File: config.mk
export PLATFORM = sky130hd
export DESIGN_NAME = piso_serializer
export DESIGN_NICKNAME = d
export VERILOG_FILES = /design/src/rtl/piso_pkg.sv /design/src/rtl/piso_bit_counter.sv /design/src/rtl/piso_serializer.sv
export SDC_FILE = /design/constraint.sdc
export NUM_CORES = 1
export LEC_CHECK = 0
export ABC_AREA = 1
export CAP_MARGIN = 20
export CORE_UTILIZATION = 25
export DETAILED_ROUTE_END_ITERATION = 16
export GPL_TIMING_DRIVEN = 1
export MAX_ROUTING_LAYER = met4
export SYNTH_ARGS = -nofsm -noshare
export SYNTH_HDL_FRONTEND = slang
export SYNTH_SLANG_ARGS = --single-unit
export TNS_END_PERCENT = 100
File: constraint.sdc
create_clock -name clk -period 3.7 [get_ports clk]
set_clock_uncertainty 0.15 [all_clocks]
set_input_delay 1.11 -clock clk [delete_from_list [all_inputs] [get_ports clk]]
set_output_delay 1.11 -clock clk [all_outputs]
set_load 0.005 [all_outputs]
File: src/rtl/piso_pkg.sv
// Shared types and limits for the PISO serializer.
// PISO_PARITY_EN (optional) enables the trailing even-parity bit; PARITY is always encoded here.
package piso_pkg;

    localparam int unsigned PISO_MAX_WIDTH = 32;

    typedef enum logic [1:0] {
        IDLE   = 2'd0,
        SHIFT  = 2'd1,
        PARITY = 2'd2
    } piso_state_e;

endpackage

File: src/rtl/piso_bit_counter.sv
// Frame bit counter: clear on accept, count while shifting, flag the last data bit.
// Saturates at WIDTH so it never wraps inside a frame.
module piso_bit_counter #(
    parameter int unsigned WIDTH = 8
) (
    input  logic clk,
    input  logic reset,
    input  logic i_clear,
    input  logic i_enable,
    output logic o_terminal
);

    localparam int unsigned CNT_W = $clog2(WIDTH) + 1;

    logic [CNT_W-1:0] r_count;

    always_ff @(posedge clk or posedge reset) begin
        if (reset) begin
            r_count <= '0;
        end else if (i_clear) begin
            r_count <= '0;
        end else if (i_enable && (r_count != CNT_W'(WIDTH))) begin
            r_count <= r_count + CNT_W'(1);
        end
    end

    assign o_terminal = (r_count == CNT_W'(WIDTH - 1));

endmodule

File: src/rtl/piso_serializer.sv
// Parallel-in serial-out serializer, LSB first, with a one-cycle done pulse per frame.
// Define PISO_PARITY_EN to append an even-parity bit after the data bits.
module piso_serializer
    import piso_pkg::*;
#(
    parameter int unsigned WIDTH = 8
) (
    input  logic             clk,
    input  logic             reset,
    input  logic             load_valid,
    output logic             load_ready,
    input  logic [WIDTH-1:0] load_data,
    output logic             serial_out,
    output logic             serial_valid,
    output logic             busy,
    output logic             done
);

    if (WIDTH < 2 || WIDTH > PISO_MAX_WIDTH) begin : g_bad_width
        $error("piso_serializer: WIDTH out of range");
    end

    piso_state_e      r_state;
    piso_state_e      w_state_next;
    logic [WIDTH-1:0] r_shift;
    logic             r_done;
    logic             w_accept;
    logic             w_frame_end;
    logic             w_terminal;

`ifdef PISO_PARITY_EN
    logic             r_parity;
`endif

    piso_bit_counter #(
        .WIDTH (WIDTH)
    ) u_bit_counter (
        .clk        (clk),
        .reset      (reset),
        .i_clear    (w_accept),
        .i_enable   (r_state == SHIFT),
        .o_terminal (w_terminal)
    );

    always_comb begin
        w_state_next = r_state;
        w_accept     = 1'b0;
        w_frame_end  = 1'b0;
        load_ready   = 1'b0;
        serial_out   = 1'b0;
        serial_valid = 1'b0;
        busy         = 1'b0;
        case (r_state)
            IDLE: begin
                load_ready = 1'b1;
                if (load_valid) begin
                    w_accept     = 1'b1;
                    w_state_next = SHIFT;
                end
            end
            SHIFT: begin
                serial_out   = r_shift[0];
                serial_valid = 1'b1;
                busy         = 1'b1;
                if (w_terminal) begin
`ifdef PISO_PARITY_EN
                    w_state_next = PARITY;
`else
                    w_state_next = IDLE;
                    w_frame_end  = 1'b1;
`endif
                end
            end
`ifdef PISO_PARITY_EN
            PARITY: begin
                serial_out   = r_parity;
                serial_valid = 1'b1;
                busy         = 1'b1;
                w_state_next = IDLE;
                w_frame_end  = 1'b1;
            end
`endif
            default: w_state_next = IDLE;
        endcase
    end

    // done is registered from the frame-end decision, so it lands on the first IDLE cycle
    always_ff @(posedge clk or posedge reset) begin
        if (reset) begin
            r_state <= IDLE;
            r_shift <= '0;
            r_done  <= 1'b0;
        end else begin
            r_state <= w_state_next;
            r_done  <= w_frame_end;
            if (w_accept) begin
                r_shift <= load_data;
            end else if (r_state == SHIFT) begin
                r_shift <= r_shift >> 1;
            end
        end
    end

`ifdef PISO_PARITY_EN
    always_ff @(posedge clk or posedge reset) begin
        if (reset) begin
            r_parity <= 1'b0;
        end else if (w_accept) begin
            r_parity <= ^load_data;
        end
    end
`endif

    assign done = r_done;

endmodule

; After elaboration in Yosys (flattened, before gate mapping)
; Cells that the tools add are included.
[totals]
elab_cells = 29
regBits = 15
in_bits = 11
[classes]
muxes = 14
n_eq_ne = 5
add_sub_neg = 1
reduce_logical = 5
[ops]
columns = operator, n
row1 = $mux W8, 2
row2 = $mux W4, 2
row3 = $mux W1, 7
row4 = $add A4 B1 Y4 const B, 1
row5 = $eq A4 B3 Y1 const B, 1
row6 = $mux W2, 2
row7 = $ne A2 B2 Y1 const B, 2
row8 = $ne A4 B4 Y1 const B, 1
row9 = $pmux W2 S2, 1
row10 = $reduce_bool A2 Y1, 2
row11 = $eq A2 B1 Y1 const B, 1
row12 = $logic_not A2 Y1, 1
row13 = $reduce_and A2 Y1, 1
row14 = $logic_and A1 B1 Y1, 1

; Longest topological paths before layout
; Gate-level depths: netlist of run 1.
[depth]
ltp_word = 4
ltp_mapped = 7
ltp_nobuf = 7

; By module
; From an unflattened synthesis of run 1, not the netlist that was laid out.
[unflattened]
cells_unflattened = 91
area_unflattened_um2 = 732.0
[by_module_without_submodules]
columns = mod, cells_each, n_inst, area_each_um2
row1 = piso_serializer, 54, 1, 473.0
row2 = piso_bit_counter, 37, 1, 259.0

; Worst setup path before layout of run 1
; Ideal clock, no wire load.
[synth_path]
kind = flip-flop to output port
from = reg r_state[0]
to = out serial_out
arrival_time_ps = 708
path_buffers = 1
required_time_ps = 2440
path_stages_with_launch = 4
slack_ps = 1732
cell_sequence = dfrtp_1 > buf_6 > nand2_1 > inv_1
[synth_via]
elab_chain_cells = 2
[synth_rtl]
columns = item, line_no
row1 = from (decl), piso_serializer.sv:23  ; piso_state_e r_state;
row2 = from (signal assigned), piso_serializer.sv:94  ; r_state <= w_state_next;
row3 = $eq A2 B1 Y1, piso_serializer.sv:53  ; case (r_state)
row4 = $mux W1, piso_serializer.sv:53
row5 = to (decl), piso_serializer.sv:13  ; output logic serial_out,
; Every way passes these cells.

; Worst setup path in the final report of run 1
; Same ends and word-level chain as after synthesis.

==> impl_metrics.py, run 1 <==
metrics = {
    "run_status": {
        "status": "finished, final reports clean",
    },
    "timing": {
        "period_share": 0.7701,
        "period_minus_slack_ns": 2.849,
        "slew_headroom": 0.6476,
        "grt_setup_unrepaired": "false",
        "setup_violations": 0,
        "fmax_mhz": 350.9,
        "worst_slew_pin_slew_ns": 0.5280,
        "hold_viol": 0,
        "slew_viol_final": 0,
        "tns_ns": 0,
    },
    "hold_path": {
        "hp-start": "r_shift[5]",
        "min_path_type": "flip-flop to flip-flop",
        "hold_end": "r_shift[4]",
        "holdPathStages": 2,
    },
    "setup_path": {
        "timing.rr.end": "u_bit_counter.r_count[0]",
        "reg2reg_from": "r_state[0]",
        "crit_type": "flip-flop to output port",
        "r2r_slack_ns": 2.18,
        "crit_path_end_kind": "output port",
        "worstPathArrival_ns": 1.59,
        "critPathLaunchType": "flip-flop",
        "cp.required_ns": 2.44,
        "critical_path.max_fanout": 15,
        "reg2reg_depth": 4,
    },
    "drt": {
        "drt_pre_antenna_iters": 2,
        "wirelength_um": 1250,
        "antenna_left": 0,
        "first_iter_violations": 3,
        "num_vias": 546,
        "avgRoutedWirePerCell_um": 9.690,
        "via_per_inst": 4.233,
        "drc_errors": 0,
    },
    "power_and_ir_drop": {
        "internal_power_mw": 0.3928,
        "power_frac_seq": 0.453,
        "clock_power_share": 0.173,
        "irDropWorstVdd_uv": 265.7,
        "power_density_nw_per_um2": 714.2,
        "p_leak_nw": 0.4460,
        "p_sw_mw": 0.2354,
        "swShare": 0.3747,
        "combPwrFrac": 0.373,
    },
    "cells_and_area": {
        "final_cell_mix": "nand2_1 (32), clkdlybuf4s50_1 (15), nand3_1 (14), dfrtp_1 (14), inv_1 (9)",
        "layout_commonest_cell": "nand2_1",
        "fin_cells": 129,
        "drive_above_1_share": 0.09091,
        "areaGrowthSynthToFinish_pct": 30.43,
        "antenna_cells": 0,
        "nNetsFinal": 113,
        "nFillCells": 288,
    },
    "clock_tree": {
        "cts_hold_buf": 0,
        "cts_setup_buffers": 0,
        "cts_resized": 0,
        "clk_latency_ns": 0.28,
        "root_buffer": "clkbuf_4",
        "cts_tree": "yes",
        "h-tree-depth": 1,
        "cts.sinks": 14,
        "clk_path_buf_depth": 2,
        "path_clk_slew_ns": 0.09,
        "cts_made_buffers": 3,
    },
    "place": {
        "dp_hpwl_um": 910.6,
        "place.gp.congestion": 0.6940,
        "io_buffers": 15,
        "placed_cells": 125,
    },
    "global_route": {
        "grt_max_degree": 16,
        "grt-ovfl-total": 0,
        "grt_pass1_wl_um": 2049,
        "antenna_found_initial": 0,
        "grt_pass1_vias": 475,
        "grt_usage": 0.1061,
    },
    "logic_synthesis": {
        "synth_warnings": 0,
        "yosysSeqAreaShare": 0.5195,
        "syn_inst": 82,
        "ys_seq_elements": 14,
        "avgSynthCellArea_um2": 8.224,
        "syn_area_um2": 674.4,
        "synth_cell_types": 14,
        "synth.net_count": 95,
    },
    "floorplan": {
        "initial_utilization": 0.2674,
        "die_area_um2": 2910,
        "dieHeight_um": 53.94,
        "num_io_pins": 16,
        "core_area_um2": 2522,
        "rows": 18,
        "die_width_um": 53.94,
    },
    "job": {
        "drv_cap": 0,
    },
}
[synth_stat cells]
cell	n	area [um^2]
nand3_1	14	70.07
ha_1	2	25.02
inv_1	9	33.78
inv_2	1	3.750
buf_4	1	7.510
nor2_1	1	3.750
buf_6	1	11.26
xor2_1	1	8.760
dfrtp_1	14	350.3
a22o_1	1	8.760
nand2_2	1	6.260
nor2_2	3	18.77
nand4_1	1	6.260
nand2_1	32	120.1
[sequential cells by signal, summed over array words and instances (netlist names)]
register               cells
done                       1
r_shift                    8
r_state                    1
u_bit_counter.r_count      4
[layer usage]
metal  global-route usage  vias to the layer above  share of wire
met2               0.1564                        9           0.48
met3              0.05932                        2          0.058
li1                     -                      288              -
met4              0.02632                        0          0.010
met5                    -                        -              0
met1               0.1239                      247           0.46
[kinds of logic (layout without fill, tap and decap cells)]
| kind of cell | Yosys count | after routing | synth area share |
|---|---|---|---|
| buffers and inverters | 12 | 29 | 0.08348 |
| adder cells (fa/ha/maj) | 2 | 2 | 0.03710 |
| flip-flops | 14 | 14 | 0.5195 |
| AO/OA/AOI/OAI | 1 | 1 | 0.01299 |
| AND/OR/NAND/NOR | 52 | 52 | 0.3340 |
| XOR/XNOR | 1 | 1 | 0.01299 |
[critical path, stage by stage (launching register included)]
cell and delay [ns]:
dfrtp_1 0.67, nand2_1 0.09, inv_1 0.06, clkdlybuf4s50_1 0.49
[layout make-up]
class / instances / area, um^2 / area share
repair buffers: 15 / 150.1 / 0.1707
multi-input cells: 56 / 267.8 / 0.3044
well taps: 30 / 37.54 / 0.04267
clock buffers: 4 / 36.28 / 0.04125
flip-flops and latches: 14 / 350.3 / 0.3983
inverters: 10 / 37.54 / 0.04267
[power by group through the flow]
| stage | sequential (mW) | combinational, mW | clock, mW |
|---|---|---|---|
| final | 0.285 | 0.235 | 0.109 |
| after global routing | 0.298 | 0.275 | 0.120 |
| after CTS | 0.285 | 0.239 | 0.113 |
| after detailed placement | 0.287 | 0.239 | 0 |
| after global placement | 0.284 | 0.235 | 0 |
| after floorplan | 0.265 | 0.180 | 0 |
[how the worst max path moves through the flow]
stage                    start         end  slack [ns]  cells past startpoint
detailed placement  r_state[0]  serial_out        1.15                      3
floorplan           r_state[0]  serial_out        1.73                      3
finish              r_state[0]  serial_out        0.85                      3
global route        r_state[0]  serial_out        0.71                      3
CTS                 r_state[0]  serial_out        0.82                      3
global placement    r_state[0]  serial_out        1.18                      3
[stage by stage]
step | area (um^2) | utilization | setup WS, ns | hold slack, ns | total power [mW]
floorplan | 674.4 | - | 1.732 | 0.3113 | 0.4444
global placement | 843.3 | 0.3343 | 1.177 | 0.3250 | 0.5188
detailed placement | 843.3 | 0.3343 | 1.145 | 0.3289 | 0.5261
CTS | 879.6 | 0.3487 | 0.8222 | 0.3431 | 0.6368
global route | 879.6 | 0.3487 | 0.7074 | 0.3700 | 0.6934
finish | 879.6 | 0.3487 | 0.8505 | 0.3357 | 0.6282
(Power assumes the default switching activity.)
==> inputs of run 2 (changes only) <==
==> constraint.sdc (replaced) <==
create_clock -name clk -period 2.8 [get_ports clk]
set_clock_uncertainty 0.15 [all_clocks]
set_input_delay 0.84 -clock clk [delete_from_list [all_inputs] [get_ports clk]]
set_output_delay 0.84 -clock clk [all_outputs]
set_load 0.005 [all_outputs]
==> results of run 2 <==
Same layout as run 1 (identical final DEF). Status: finished, final reports clean.
Among the figures that moved: final weighted congestion in routability-driven placement 0.6940 -> 0.6925; setup slack after placement 1.145 ns -> 0.5152 ns; setup slack after layout 0.8505 ns -> 0.2205 ns; register-to-register setup slack 2.18 ns -> 1.28 ns; total power 0.6282 mW -> 0.8301 mW; worst IR drop on VDD 265.7 uV -> 351.1 uV
==> inputs of run 3 (changes only) <==
--- a/config.mk
+++ b/config.mk
@@ -7,10 +7,12 @@
 export LEC_CHECK = 0
 export ABC_AREA = 1
 export CAP_MARGIN = 20
-export CORE_UTILIZATION = 25
+export CORE_UTILIZATION = 46
+export CTS_BUF_LIST = sky130_fd_sc_hd__clkbuf_4 sky130_fd_sc_hd__clkbuf_8 sky130_fd_sc_hd__clkbuf_16
 export DETAILED_ROUTE_END_ITERATION = 16
 export GPL_TIMING_DRIVEN = 1
 export MAX_ROUTING_LAYER = met4
+export PLACE_DENSITY = 0.75
 export SYNTH_ARGS = -nofsm -noshare
 export SYNTH_HDL_FRONTEND = slang
 export SYNTH_SLANG_ARGS = --single-unit
==> impl_metrics.py, run 3 (synthesis results as in run 1) <==
metrics = {
    "job": {
        "drv_cap": 0,
    },
    "drt": {
        "num_vias": 544,
        "wirelength_um": 1105,
        "drc_errors": 0,
        "drt_pre_antenna_iters": 2,
        "avgRoutedWirePerCell_um": 9.779,
        "first_iter_violations": 12,
        "antenna_left": 0,
        "via_per_inst": 4.814,
    },
    "global_route": {
        "antenna_found_initial": 0,
        "grt_pass1_wl_um": 1773,
        "use_met2": 0.2419,
        "grt.busiest_layer": "met2",
        "grt_pass1_vias": 426,
        "grt_max_degree": 16,
        "grt_usage": 0.1803,
        "grtUsageMet1": 0.2324,
        "met3_usage": 0.1000,
        "grt-ovfl-total": 0,
    },
    "place": {
        "place.gp.congestion": 0.7091,
        "io_buffers": 15,
        "dp_hpwl_um": 810.7,
    },
    "power_and_ir_drop": {
        "power_frac_seq": 0.472,
        "p_leak_nw": 0.4388,
        "fin_total_pwr_mw": 0.7934,
        "swShare": 0.3827,
        "irDropWorstVdd_uv": 421.5,
        "clock_power_share": 0.138,
        "internal_power_mw": 0.4898,
        "p_sw_mw": 0.3036,
        "combPwrFrac": 0.390,
        "power_density_nw_per_um2": 936.7,
    },
    "timing": {
        "slew_viol_final": 0,
        "tns_ns": 0,
        "hold_viol": 0,
        "setup_violations": 0,
        "grt_setup_unrepaired": "false",
        "period_minus_slack_ns": 2.549,
        "worst_slew_pin_slew_ns": 0.5170,
        "fmax_mhz": 392.4,
        "slew_headroom": 0.6549,
        "period_share": 0.9103,
    },
    "cells_and_area": {
        "drive_above_1_share": 0.08163,
        "areaGrowthSynthToFinish_pct": 25.60,
        "nFillCells": 113,
        "largest_reg_flops": 8,
        "layout_commonest_cell": "nand2_1",
        "regMostFlops": "r_shift",
        "nNetsFinal": 113,
        "antenna_cells": 0,
        "reg_top3": "r_shift (8), u_bit_counter.r_count (4)",
        "final_cell_mix": "nand2_1 (32), clkdlybuf4s50_1 (15), nand3_1 (14), dfrtp_1 (14), inv_1 (9)",
    },
    "clock_tree": {
        "h-tree-depth": 1,
        "cts_made_buffers": 3,
        "root_buffer": "clkbuf_4",
        "cts_resized": 0,
        "path_clk_slew_ns": 0.08,
        "clk_path_buf_depth": 2,
        "cts_setup_buffers": 0,
        "cts_hold_buf": 0,
        "cts.sinks": 14,
        "clk_latency_ns": 0.27,
        "cts_tree": "yes",
    },
    "setup_path": {
        "critical_path.max_fanout": 15,
        "worstPathArrival_ns": 1.56,
        "cp.required_ns": 1.81,
        "reg2reg_depth": 4,
        "critPathLaunchType": "flip-flop",
        "crit_path_end_kind": "output port",
        "crit_type": "flip-flop to output port",
    },
    "floorplan": {
        "die_width_um": 40.29,
        "dieHeight_um": 40.29,
        "num_io_pins": 16,
        "core_area_um2": 1334,
        "die_area_um2": 1623,
        "rows": 13,
        "initial_utilization": 0.5056,
    },
    "hold_path": {
        "min_path_type": "flip-flop to flip-flop",
        "holdPathStages": 2,
    },
    "run_status": {
        "status": "finished, final reports clean",
    },
}
-- run 3: layout make-up --
class	instances	area [um^2]	share of cell area
inverter	10	37.54	0.04431
sequential	14	350.3	0.4136
timing repair buffer	15	150.1	0.1773
clock buffer	3	22.52	0.02659
tap	15	18.77	0.02216
multi-input combinational	56	267.8	0.3161
-- run 3: path summary, 6_finish.rpt --
kind / startpoint / endpoint / slack [ns]
hold reg to reg: r_shift[7] / r_shift[6] / 0.34
setup reg to reg: r_state[0] / u_bit_counter.r_count[1] / 1.30
max in group asynchronous: reset / r_shift[7] / 1.41
hold / removal: r_shift[7] / r_shift[6] / 0.34
min in group asynchronous: reset / r_shift[1] / 0.74
setup / recovery: r_state[0] / serial_out / 0.25
-- run 3: per-layer routing --
metal,vias up,share of wire
li1,287,-
met1,244,0.50
met2,13,0.43
met3,0,0.065
met4,0,0
met5,-,0
-- run 3: metrics by stage --
stage / std cells / worst slack (ns) / hold WS [ns] / util / instance area [um^2]
after floorplan: 82 / 1.102 / 0.3113 / - / 674.4
after global placement: 110 / 0.5692 / 0.3238 / 0.6182 / 824.5
after detailed placement: 110 / 0.5459 / 0.3297 / 0.6182 / 824.5
after global routing: 113 / 0.1001 / 0.3708 / 0.6351 / 847.1
final: 113 / 0.2513 / 0.3406 / 0.6351 / 847.1
after CTS: 113 / 0.2311 / 0.3489 / 0.6351 / 847.1
-- run 3: critical path, cell delays in order (launching register included) --
cell,delay [ns]
dfrtp_1,0.64
nand2_1,0.09
inv_1,0.06
clkdlybuf4s50_1,0.48
-- run 3: power groups by stage --
stage	Clock [mW]	Combinational, mW	Sequential (mW)
after floorplan	0	0.237	0.350
after global placement	0	0.306	0.376
after detailed placement	0	0.313	0.378
after CTS	0.116	0.314	0.374
after global routing	0.127	0.363	0.390
final	0.109	0.309	0.375
